## src/rtl/apb_slave_mem.sv

```systemverilog
// APB completer register file: DEPTH words, byte strobes, programmable
// wait states, decode errors on PSLVERR and a saturating error counter.
//
// Ports:
//   axi_apb_clk, axi_apb_rstn   clock, synchronous active-low reset
//   PADDR, PDATA, PWRITE,       APB request from the bridge
//   PENABLE, PSEL, PSTRB
//   PREADY, PRDATA, PSLVERR     registered APB response
//   err_cnt                     transfers completed with PSLVERR=1 (saturating)
module apb_slave_mem #(
    parameter int WIDTH_AD    = 32,
    parameter int WIDTH_DA    = 32,
    parameter int DEPTH       = 16,
    parameter int BASE_ADDR   = 0,
    parameter int WAIT_CYCLES = 1
) (
    input  logic                  axi_apb_clk,
    input  logic                  axi_apb_rstn,
    input  logic [WIDTH_AD-1:0]   PADDR,
    input  logic [WIDTH_DA-1:0]   PDATA,
    input  logic                  PWRITE,
    input  logic                  PENABLE,
    input  logic                  PSEL,
    input  logic [WIDTH_DA/8-1:0] PSTRB,
    output logic                  PREADY,
    output logic [WIDTH_DA-1:0]   PRDATA,
    output logic                  PSLVERR,
    output logic [7:0]            err_cnt
);

    localparam int LANES = WIDTH_DA / 8;
    localparam int AW    = $clog2(DEPTH);

    localparam logic [WIDTH_AD-1:0] BASE = WIDTH_AD'(BASE_ADDR);
    localparam logic [WIDTH_AD-1:0] SPAN = WIDTH_AD'(DEPTH * 4);

    // Counter reload: the completing access cycle itself is not a wait
    // cycle, so WAIT_CYCLES low cycles need WAIT_CYCLES-1 decrements.
    localparam logic [3:0] WAIT_LOAD =
        4'((WAIT_CYCLES == 0) ? 0 : WAIT_CYCLES - 1);

    typedef enum logic [1:0] {
        IDLE,
        ACCESS,
        DONE
    } state_t;

    state_t                state, state_n;
    logic [3:0]            wait_cnt, wait_cnt_n;
    logic [AW-1:0]         lat_idx, lat_idx_n;
    logic                  lat_write, lat_write_n;
    logic                  lat_err, lat_err_n;
    logic [WIDTH_DA-1:0]   lat_data, lat_data_n;
    logic [LANES-1:0]      lat_strb, lat_strb_n;

    logic                  pready_n;
    logic [WIDTH_DA-1:0]   prdata_n;
    logic                  pslverr_n;

    logic [WIDTH_DA-1:0]   mem [DEPTH];

    logic [WIDTH_AD:0]     diff;
    logic [WIDTH_AD-1:0]   off;
    logic                  live_err;
    logic [AW-1:0]         live_idx;
    logic                  setup;
    logic                  start;
    logic                  commit;
    logic [WIDTH_DA-1:0]   fwd_word;

    // The extra top bit of diff is the borrow: set when PADDR < BASE.
    assign diff     = {1'b0, PADDR} - {1'b0, BASE};
    assign off      = diff[WIDTH_AD-1:0];
    assign live_err = diff[WIDTH_AD] | (off >= SPAN)
                    | (PADDR[1:0] != 2'b00);
    assign live_idx = off[AW+1:2];

    assign setup  = PSEL & ~PENABLE;
    assign commit = (state == DONE) & lat_write & ~lat_err;

    // With zero wait states a read set up in DONE samples memory on the
    // same edge that commits the previous write; merge it in here.
    always_comb begin
        fwd_word = mem[live_idx];
        if (commit && (lat_idx == live_idx)) begin
            for (int i = 0; i < LANES; i++) begin
                if (lat_strb[i]) begin
                    fwd_word[8*i +: 8] = lat_data[8*i +: 8];
                end
            end
        end
    end

    always_comb begin
        state_n     = state;
        wait_cnt_n  = wait_cnt;
        lat_idx_n   = lat_idx;
        lat_write_n = lat_write;
        lat_err_n   = lat_err;
        lat_data_n  = lat_data;
        lat_strb_n  = lat_strb;
        pready_n    = 1'b0;
        prdata_n    = '0;
        pslverr_n   = 1'b0;
        start       = 1'b0;

        unique case (state)
            IDLE: begin
                start = setup;
            end
            ACCESS: begin
                if (!PSEL || !PENABLE) begin
                    state_n = IDLE;
                end else if (wait_cnt != 4'd0) begin
                    wait_cnt_n = wait_cnt - 4'd1;
                end else begin
                    pready_n  = 1'b1;
                    pslverr_n = lat_err;
                    if (!lat_write && !lat_err) begin
                        prdata_n = mem[lat_idx];
                    end
                    state_n = DONE;
                end
            end
            DONE: begin
                state_n = IDLE;
                start   = setup;
            end
            default: begin
                state_n = IDLE;
            end
        endcase

        if (start) begin
            lat_idx_n   = live_idx;
            lat_write_n = PWRITE;
            lat_err_n   = live_err;
            lat_data_n  = PDATA;
            lat_strb_n  = PSTRB;
            if (WAIT_CYCLES == 0) begin
                pready_n  = 1'b1;
                pslverr_n = live_err;
                if (!PWRITE && !live_err) begin
                    prdata_n = fwd_word;
                end
                state_n = DONE;
            end else begin
                wait_cnt_n = WAIT_LOAD;
                state_n    = ACCESS;
            end
        end
    end

    always_ff @(posedge axi_apb_clk) begin
        if (!axi_apb_rstn) begin
            state     <= IDLE;
            wait_cnt  <= 4'd0;
            lat_idx   <= '0;
            lat_write <= 1'b0;
            lat_err   <= 1'b0;
            lat_data  <= '0;
            lat_strb  <= '0;
            PREADY    <= 1'b0;
            PRDATA    <= '0;
            PSLVERR   <= 1'b0;
            err_cnt   <= 8'd0;
            for (int w = 0; w < DEPTH; w++) begin
                mem[w] <= '0;
            end
        end else begin
            state     <= state_n;
            wait_cnt  <= wait_cnt_n;
            lat_idx   <= lat_idx_n;
            lat_write <= lat_write_n;
            lat_err   <= lat_err_n;
            lat_data  <= lat_data_n;
            lat_strb  <= lat_strb_n;
            PREADY    <= pready_n;
            PRDATA    <= prdata_n;
            PSLVERR   <= pslverr_n;
            if (commit) begin
                for (int i = 0; i < LANES; i++) begin
                    if (lat_strb[i]) begin
                        mem[lat_idx][8*i +: 8] <= lat_data[8*i +: 8];
                    end
                end
            end
            // PSLVERR is only ever high during the DONE cycle.
            if (PSLVERR && (err_cnt != 8'hFF)) begin
                err_cnt <= err_cnt + 8'd1;
            end
        end
    end

endmodule
```

## config.mk

```make
export PLATFORM = sky130hd
export DESIGN_NAME = apb_slave_mem
export DESIGN_NICKNAME = d
export VERILOG_FILES = /design/src/rtl/apb_slave_mem.sv
export SDC_FILE = /design/constraint.sdc
export NUM_CORES = 1
export LEC_CHECK = 0
export CAP_MARGIN = 15
export CORE_MARGIN = 1
export CORE_UTILIZATION = 45
export CTS_CLUSTER_DIAMETER = 30
export CTS_CLUSTER_SIZE = 12
export DETAILED_ROUTE_END_ITERATION = 6
export PLACE_DENSITY_LB_ADDON = 0.25
export RECOVER_POWER = 100
export SYNTH_ARGS = -nofsm -noshare
export SYNTH_HDL_FRONTEND = slang
export SYNTH_SLANG_ARGS = --single-unit
```

## constraint.sdc

```tcl
create_clock -name axi_apb_clk -period 4.7 [get_ports axi_apb_clk]
set_clock_uncertainty 0.1 [all_clocks]
set_input_delay 0.47 -clock axi_apb_clk [delete_from_list [all_inputs] [get_ports axi_apb_clk]]
set_output_delay 0.47 -clock axi_apb_clk [all_outputs]
set_load 0.02 [all_outputs]
```

Word-level counts from Yosys, hierarchy flattened
Memories as Yosys holds them, arrays and structs flattened. A register that Yosys moved wholly into a read port is not among the register bits.
Index checks and enable logic that the tools add are counted.
Operators by class
  add/subtract/negate cells: 2
  $lt $le $gt $ge: 1
  equality and inequality tests: 6
  muxes and demuxes: 26
  bitwise logic cells: 11
  reduce and logical (&&, ||, !) cells: 19
Operator list (number)
  greater-or-equal comparator 32 x 7 -> 1 bit (second input constant): 1
  2-to-1 mux 32 bit: 1
  OR reduction 32 bit: 1
  2-to-1 mux 1 bit: 20
  adder 8 x 1 -> 8 bit (second input constant): 1
  2-to-1 mux 4 bit: 2
  inequality test 8 bit (second input constant): 1
  NOT 1 bit: 7
  OR reduction 5 bit: 1
  zero test 1 bit: 4
  2-to-1 mux 2 bit: 2
  inequality test 4 bit (second input constant): 1
  case mux 2 bit (2 select lines): 1
  AND reduction 2 bit: 2
  nonzero test 4 bit: 1
  OR reduction 2 bit: 2
  OR reduction 4 bit: 1
  subtractor 4 x 1 -> 4 bit (second input constant): 1
  AND 1 bit: 3
  inequality test 3 bit (second input constant): 1
  AND reduction 3 bit: 1
  OR reduction 3 bit: 1
  equality test 2 x 1 -> 1 bit (second input constant): 1
  equality test 2 bit (second input constant): 1
  other kinds (6): 7
Word-level totals
  flip-flop bits (word level): 58
  memory bits (writable): 512
  input bits: 73
  output and inout port bits: 42
  logic and storage cells: 77
  memories kept: 1
Memories
  mem: words 16, width 32, rd ports 1, clocked after Yosys merged registers in 1, write ports 16, RTL line 60  | logic [WIDTH_DA-1:0] mem [DEPTH];

Logic depth before layout (Yosys ltp)
Gate-level depths: netlist of the first run.
  word-level depth: 8
  depth in mapped cells: 7
  mapped depth without buffers: 6

Worst setup path after synthesis of the first run
No wires, ideal clock.
  path kind: register to register
  start point: register lat_idx[1]
  end point: memory mem[0][0], enable pin
  library setup time: 0.384 ns
  data arrival time: 1.714 ns
  required time: 4.216 ns
  setup slack: 2.502 ns
  stages on the path, launching flop included: 7
  path buffers: 3
  clock period less this slack: 2.198 ns
  cells stage by stage: dfxtp_1 buf_6 buf_6 buf_6 nor2_4 nand2_2 o21ai_0
RTL lines
  start: declaration: RTL line 50  | logic [AW-1:0] lat_idx, lat_idx_n;
  start signal: assignment: RTL line 173  | lat_idx <= lat_idx_n;
  end: declaration: RTL line 60

==> results by group, run 1 <==
Global route
  – First-pass GRT wire length: around 100 mm
  – Initial antenna violation count: 3
  – GR Overflow Total: 0
  – GRT Overall Usage: a little under a quarter
  – M1 GR Usage: around 30%
  – Largest net degree at the start of global routing: 74
  – Vias in the first global route: between 15000 and 20000
  – M2 GR Usage: between 30% and 40%
  – Met3 global-route usage: 3.85%
  – GRT busiest layer: met2

Worst setup path
  – CP arrival: 4.01 ns
  – CP endpoint kind: register
  – Startpoint Class: register
  – Worst Setup Path Type: reg -> reg
  – Crit-path max FO: 42
  – Worst EP required: 4.88 ns

Min path
  – Hold Path Class: in -> reg

Finish
  – Final nets: 2075
  – Fraction of layout cells with a size suffix above 1: 16.8%
  – Cell area after layout: ~32000 µm²
  – Synth-to-Final Area Change: 22.0%
  – Layout Utilization: 55.9%
  – Final Non-Filler Cells: about 2900
  – Layout fillers: ~4600

Synth
  – Synth top cells by count: and2_1, edfxtp_1, mux4_2
  – FF+latch count, synth: between 600 and 700
  – Synth top area share: between 50% and 60%
  – FFs w/ async S/R, synth: 0%
  – Most frequent cell after synthesis: and2_1
  – Syn Inst Count: 1804
  – Mapped Nets: 1879
  – Yosys Warn Count: 0
  – Post-Syn Area: ~27000 µm²
  – Synth area leaders: edfxtp_1, and2_1, mux4_2
  – Synth Flop Type: edfxtp_1
  – Number of flops mapped to enable cells by yosys: approximately 500
  – Syn avg cell area: ~15 µm²
  – Synth area leader: edfxtp_1
  – Register area share after synthesis: about 65%
  – Post-synth cell types: 46

STA
  – Worst Tran Pin Value: about 2.3 ns
  – Final setup vio count: 0
  – Final period utilization: between 80% and 90%
  – Final Hold Viols: 0
  – RSZ-0062 raised after global routing: no
  – Slew margin rel.: -52.3%
  – Crit path time final: 3.83 ns
  – WHS: ~0.27 ns
  – Achievable clock frequency: approximately 0.26 GHz
  – Pins Over Slew Limit: 90
  – Final setup margin: 0.871 ns
  – Setup TNS: 0 ns

Pwr
  – Combinational group share of total power: roughly 3.5%
  – Sequential fraction of design power: 40.2%
  – Clock share of power: 56.3%
  – Pleak: approximately 11 nW
  – Final Power: approximately 15 mW
  – Net Sw Frac: about a fifth
  – Switching pwr: 3.21 mW
  – Power Density: approximately 470 nW/µm²
  – Power Internal: roughly 12 mW
  – Maximum VDD drop: around 0.31 mV

Run status
  – Status: finished with violations
  – Violated checks: max-capacitance violations, max-slew violations

Clocking
  – Resized cells post-CTS: 0
  – H-tree Lvls: 3
  – TritonCTS clock tree: done
  – Post-CTS Setup Repair Bufs: 0
  – Clk slew on worst S/H paths: about 0.05 ns
  – Total CTS buffers: ~110
  – CTS sink count: 602
  – Hold-fix buffers, CTS: 0
  – Clock Latency Late Sink: ~0.66 ns
  – Clk root buf: clkbuf_16
  – Deepest clock path buffer count: 3

Detailed routing
  – Wire length per cell: approximately 23 µm
  – Via total after detailed routing: 15700
  – Via/cell ratio: roughly 5.5
  – Final wirelength: ~66 mm
  – Detail Route Antenna Nets: 0
  – Initial DRC count: about 1500
  – 1st-pass router iterations: 5
  – DRC viols: 0

Run
  – Maxcap violations: 2

Place
  – Port bufs: about 110
  – Routability-driven placement congestion ratio: roughly 0.8
  – Placed Instances: 2646
  – Final HPWL from detailed placement: between 40 and 50 mm
  – Post-DP Area: ~29000 µm²
  – Setup WS pre-CTS: about 1.4 ns

Floorplan
  – Row Count: between 80 and 90
  – Io pins: ~120
  – Chip height: around 240 µm
  – Starting Density: a little under half
  – Full die area: around 60000 µm²
  – Die W: roughly 240 µm
  – Core Region: 58000 µm²
==> cells in the final DEF, fill, tap and decap left out, drive strengths merged, types with 19 or more instances in the layout <==
master and count:
o21ai 68, buf 19, a21oi 48, mux4 128, mux2i 64, and2 515
clkdlybuf4s50 71, bufinv 21, edfxtp 512, dfxtp 90, o22ai 32, clkbuf 202
nand2 97, clkinv 38, dlygate4sd3 42, nor2 75
==> layout make-up <==
cell class | instances | area, µm² | area share [%]
multi-input cells | 1086 | 8610 | 26.5
inverters | 3 | 11.3 | 0.0347
clock inverters | 76 | 1060 | 3.27
well taps | 765 | 957 | 2.95
repair buffers | 193 | 1510 | 4.67
flip-flops and latches | 602 | 17200 | 53.0
clock buffers | 141 | 3080 | 9.51
diodes | 2 | 5.00 | 0.0154
==> worst max-delay path, stage by stage (launching register included) <==
cell and delay [ns]:
dfxtp_2 1.24, buf_4 0.69, nand3_1 0.61, o21ai_0 0.33, clkbuf_1 0.46
==> flip-flops by register name (all words and copies together) (netlist names) <==
register and cells:
mem 512, PRDATA 32, lat_data 32, err_cnt 8, lat_idx 4, lat_strb 4
wait_cnt 4, state 2, PREADY 1, PSLVERR 1, lat_err 1, lat_write 1
==> layer usage <==
layer  vias to the layer above  part of all wire, %
li1                       7064                    -
met1                      7879                   41
met2                       617                   50
met3                       102                  6.8
met4                         0                  2.8
met5                         -                    0
==> power groups by stage <==
stage,Clock [mW],Sequential (mW),Combinational (mW)
floorplan,0,6.10,0.388
global placement,0,6.21,0.561
detailed placement,0,6.22,0.569
CTS,8.67,6.12,0.571
global route,8.93,6.14,0.575
finish,8.59,6.12,0.536
==> logic make-up after synthesis <==
kind of cell	after synthesis	synth area share, %
AO/OA/AOI/OAI	154	3.13
XOR/XNOR	3	0.0989
adder cells (fa/ha/maj)	2	0.0942
buffers and inverters	116	2.07
flip-flops	602	64.6
multiplexers	192	13.3
AND/OR/NAND/NOR	735	16.7
==> worst paths after layout <==
kind         slack [ns]  cells after the start                startpoint                   endpoint
min                0.27                      3                 PDATA[19]  lat_data[19]$_SDFFE_PN0P_
min reg2reg        0.37                      2  lat_strb[1]$_SDFFE_PN0P_   lat_strb[1]$_SDFFE_PN0P_
max                0.87                      4   lat_idx[0]$_SDFFE_PN0P_   mem[9][23]$_SDFFCE_PN0P_
max reg2reg        0.87                      4   lat_idx[0]$_SDFFE_PN0P_   mem[9][23]$_SDFFCE_PN0P_
Power figures use the tool's default switching activity.
==> inputs of run 2 (changes only) <==
clock period = 3.49 ns   (was 4.7 ns; I/O delays follow)
==> results by group, run 2 (synthesized netlist as in run 1, its figures left out) <==
Clocking
  – Total CTS buffers: 113
  – Clock Latency Late Sink: ~0.66 ns
  – Hold-fix buffers, CTS: 1
  – Clk root buf: clkbuf_16
  – Deepest clock path buffer count: 3
  – CTS sink count: between 600 and 700
  – Clk slew on worst S/H paths: 0.05 ns
  – H-tree Lvls: 3
  – TritonCTS clock tree: done
  – Post-CTS Setup Repair Bufs: 0
  – Resized cells post-CTS: 0

STA
  – RSZ-0062 raised after global routing: no
  – Worst Tran Pin Value: 1.22 ns
  – Achievable clock frequency: roughly 0.33 GHz
  – Slew margin rel.: between 10% and 20%
  – Pins Over Slew Limit: 0
  – Setup TNS: 0 ns
  – Final setup margin: approximately 0.43 ns
  – Final Hold Viols: 0
  – Final setup vio count: 0
  – Final period utilization: a little under 90%
  – Crit path time final: between 3 and 4 ns

Place
  – Port bufs: between 100 and 150
  – Routability-driven placement congestion ratio: between 0.8 and 0.9
  – Setup WS pre-CTS: 0.809 ns
  – Final HPWL from detailed placement: 43.7 mm
  – Placed Instances: approximately 2700

Finish
  – ANT cells: 0
  – Fraction of layout cells with a size suffix above 1: around 17%
  – Layout Utilization: 55.8%
  – Layout fillers: approximately 4600
  – Largest regs: mem x512, PRDATA x32, lat_data x32
  – Multi-input logic area: 8630 µm²
  – Max reg flops: just over 500
  – Final Non-Filler Cells: roughly 2900
  – Register Area: 17200 µm²
  – Biggest register: mem
  – Most frequent cells in the layout: edfxtp_1, and2_0, and2_1, mux4_2, clkbuf_16
  – Final nets: roughly 2100
  – Commonest non-fill, non-tap cell in the layout: edfxtp_1
  – Synth-to-Final Area Change: 21.9%

Worst setup path
  – CP arrival: about 3.2 ns
  – Worst EP required: 3.67 ns
  – Reg-to-reg setup timing slack: between 0.4 and 0.5 ns
  – Startpoint Class: register
  – Slowest-stage cell, CP: dfxtp_2
  – Crit-path cells: and2b_1 > nand2_1 > o21ai_0 > clkbuf_1
  – CP endpoint kind: register
  – Worst Setup Path Type: reg -> reg
  – Crit-path max FO: 34
  – Crit path buf inv count: 1
  – Crit path largest cell delay: approximately 1.1 ns
  – Cell family with most CP delay: flip-flops

Floorplan
  – Row Count: 88
  – Die W: about 240 µm
  – Full die area: roughly 60000 µm²
  – Starting Density: a little under half
  – Chip height: between 200 and 250 µm
  – Io pins: around 120
  – Core Region: around 58000 µm²

Detailed routing
  – 1st-pass router iterations: 5
  – Wire length per cell: around 23 µm
  – DRC viols: 0
  – Detail Route Antenna Nets: 0
  – Initial DRC count: 1523
  – Via/cell ratio: approximately 5.4
  – Via total after detailed routing: ~16000
  – Final wirelength: between 60 and 70 mm

Global route
  – GRT Overall Usage: 22.8%
  – Vias in the first global route: roughly 16000
  – Initial antenna violation count: 1
  – First-pass GRT wire length: 101 mm
  – Largest net degree at the start of global routing: just over 50
  – GR Overflow Total: 0

Min path
  – Hold Path Class: in -> reg

Run status
  – Status: complete, no violations

Pwr
  – Pleak: around 11 nW
  – Power Density: just over 600 nW/µm²
  – Maximum VDD drop: 0.412 mV

Run
  – Maxcap violations: 0
==> run 2: cell type report <==
cell class / instances / area share (%)
Multi-Input combinational cell: 1086 / 26.7
Sequential cell: 602 / 53.1
Clock inverter: 83 / 3.09
Clock buffer: 133 / 9.25
Tap cell: 765 / 2.96
Inverter: 3 / 0.0348
Timing Repair Buffer: 203 / 4.95
==> run 2: worst register-to-register path, cell delays in order (launching register included) <==
cell      delay [ns]
dfxtp_2         1.12
and2b_1         0.31
nand2_1         0.39
o21ai_0         0.31
clkbuf_1        0.46
==> run 2: per-layer routing <==
| metal | wire length (µm) | global-route usage [%] |
|---|---|---|
| met1 | 28800 | 30.3 |
| met2 | 32900 | 37.7 |
| met3 | 3420 | 3.76 |
| met4 | 1900 | 8.42 |
| met5 | 0 | 0 |
==> run 2: final timing paths <==
| check | from | end | cells past startpoint |
|---|---|---|---|
| setup reg to reg | lat_idx[0]$_SDFFE_PN0P_ | mem[5][28]$_SDFFCE_PN0P_ | 4 |
| hold / removal | PDATA[1] | lat_data[1]$_SDFFE_PN0P_ | 3 |
| hold reg to reg | lat_strb[3]$_SDFFE_PN0P_ | lat_strb[3]$_SDFFE_PN0P_ | 2 |
| setup / recovery | lat_idx[0]$_SDFFE_PN0P_ | mem[5][28]$_SDFFCE_PN0P_ | 4 |
==> run 2: through the flow <==
step                power [mW]  hold slack (ns)  area, µm²
global placement          9.14            0.360      28800
floorplan                 8.74            0.337      26600
detailed placement        9.16            0.362      28800
global route              20.7            0.153      32400
CTS                       20.3            0.113      32800
finish                    20.2            0.143      32400
==> run 2: power breakdown <==
part / internal [mW] / switching [mW] / leakage [nW]
registers: 8.03 / 0.224 / 5.99
logic: 0.345 / 0.389 / 3.20
clock network: 7.48 / 3.73 / 1.91
total: 15.9 / 4.34 / 11.1
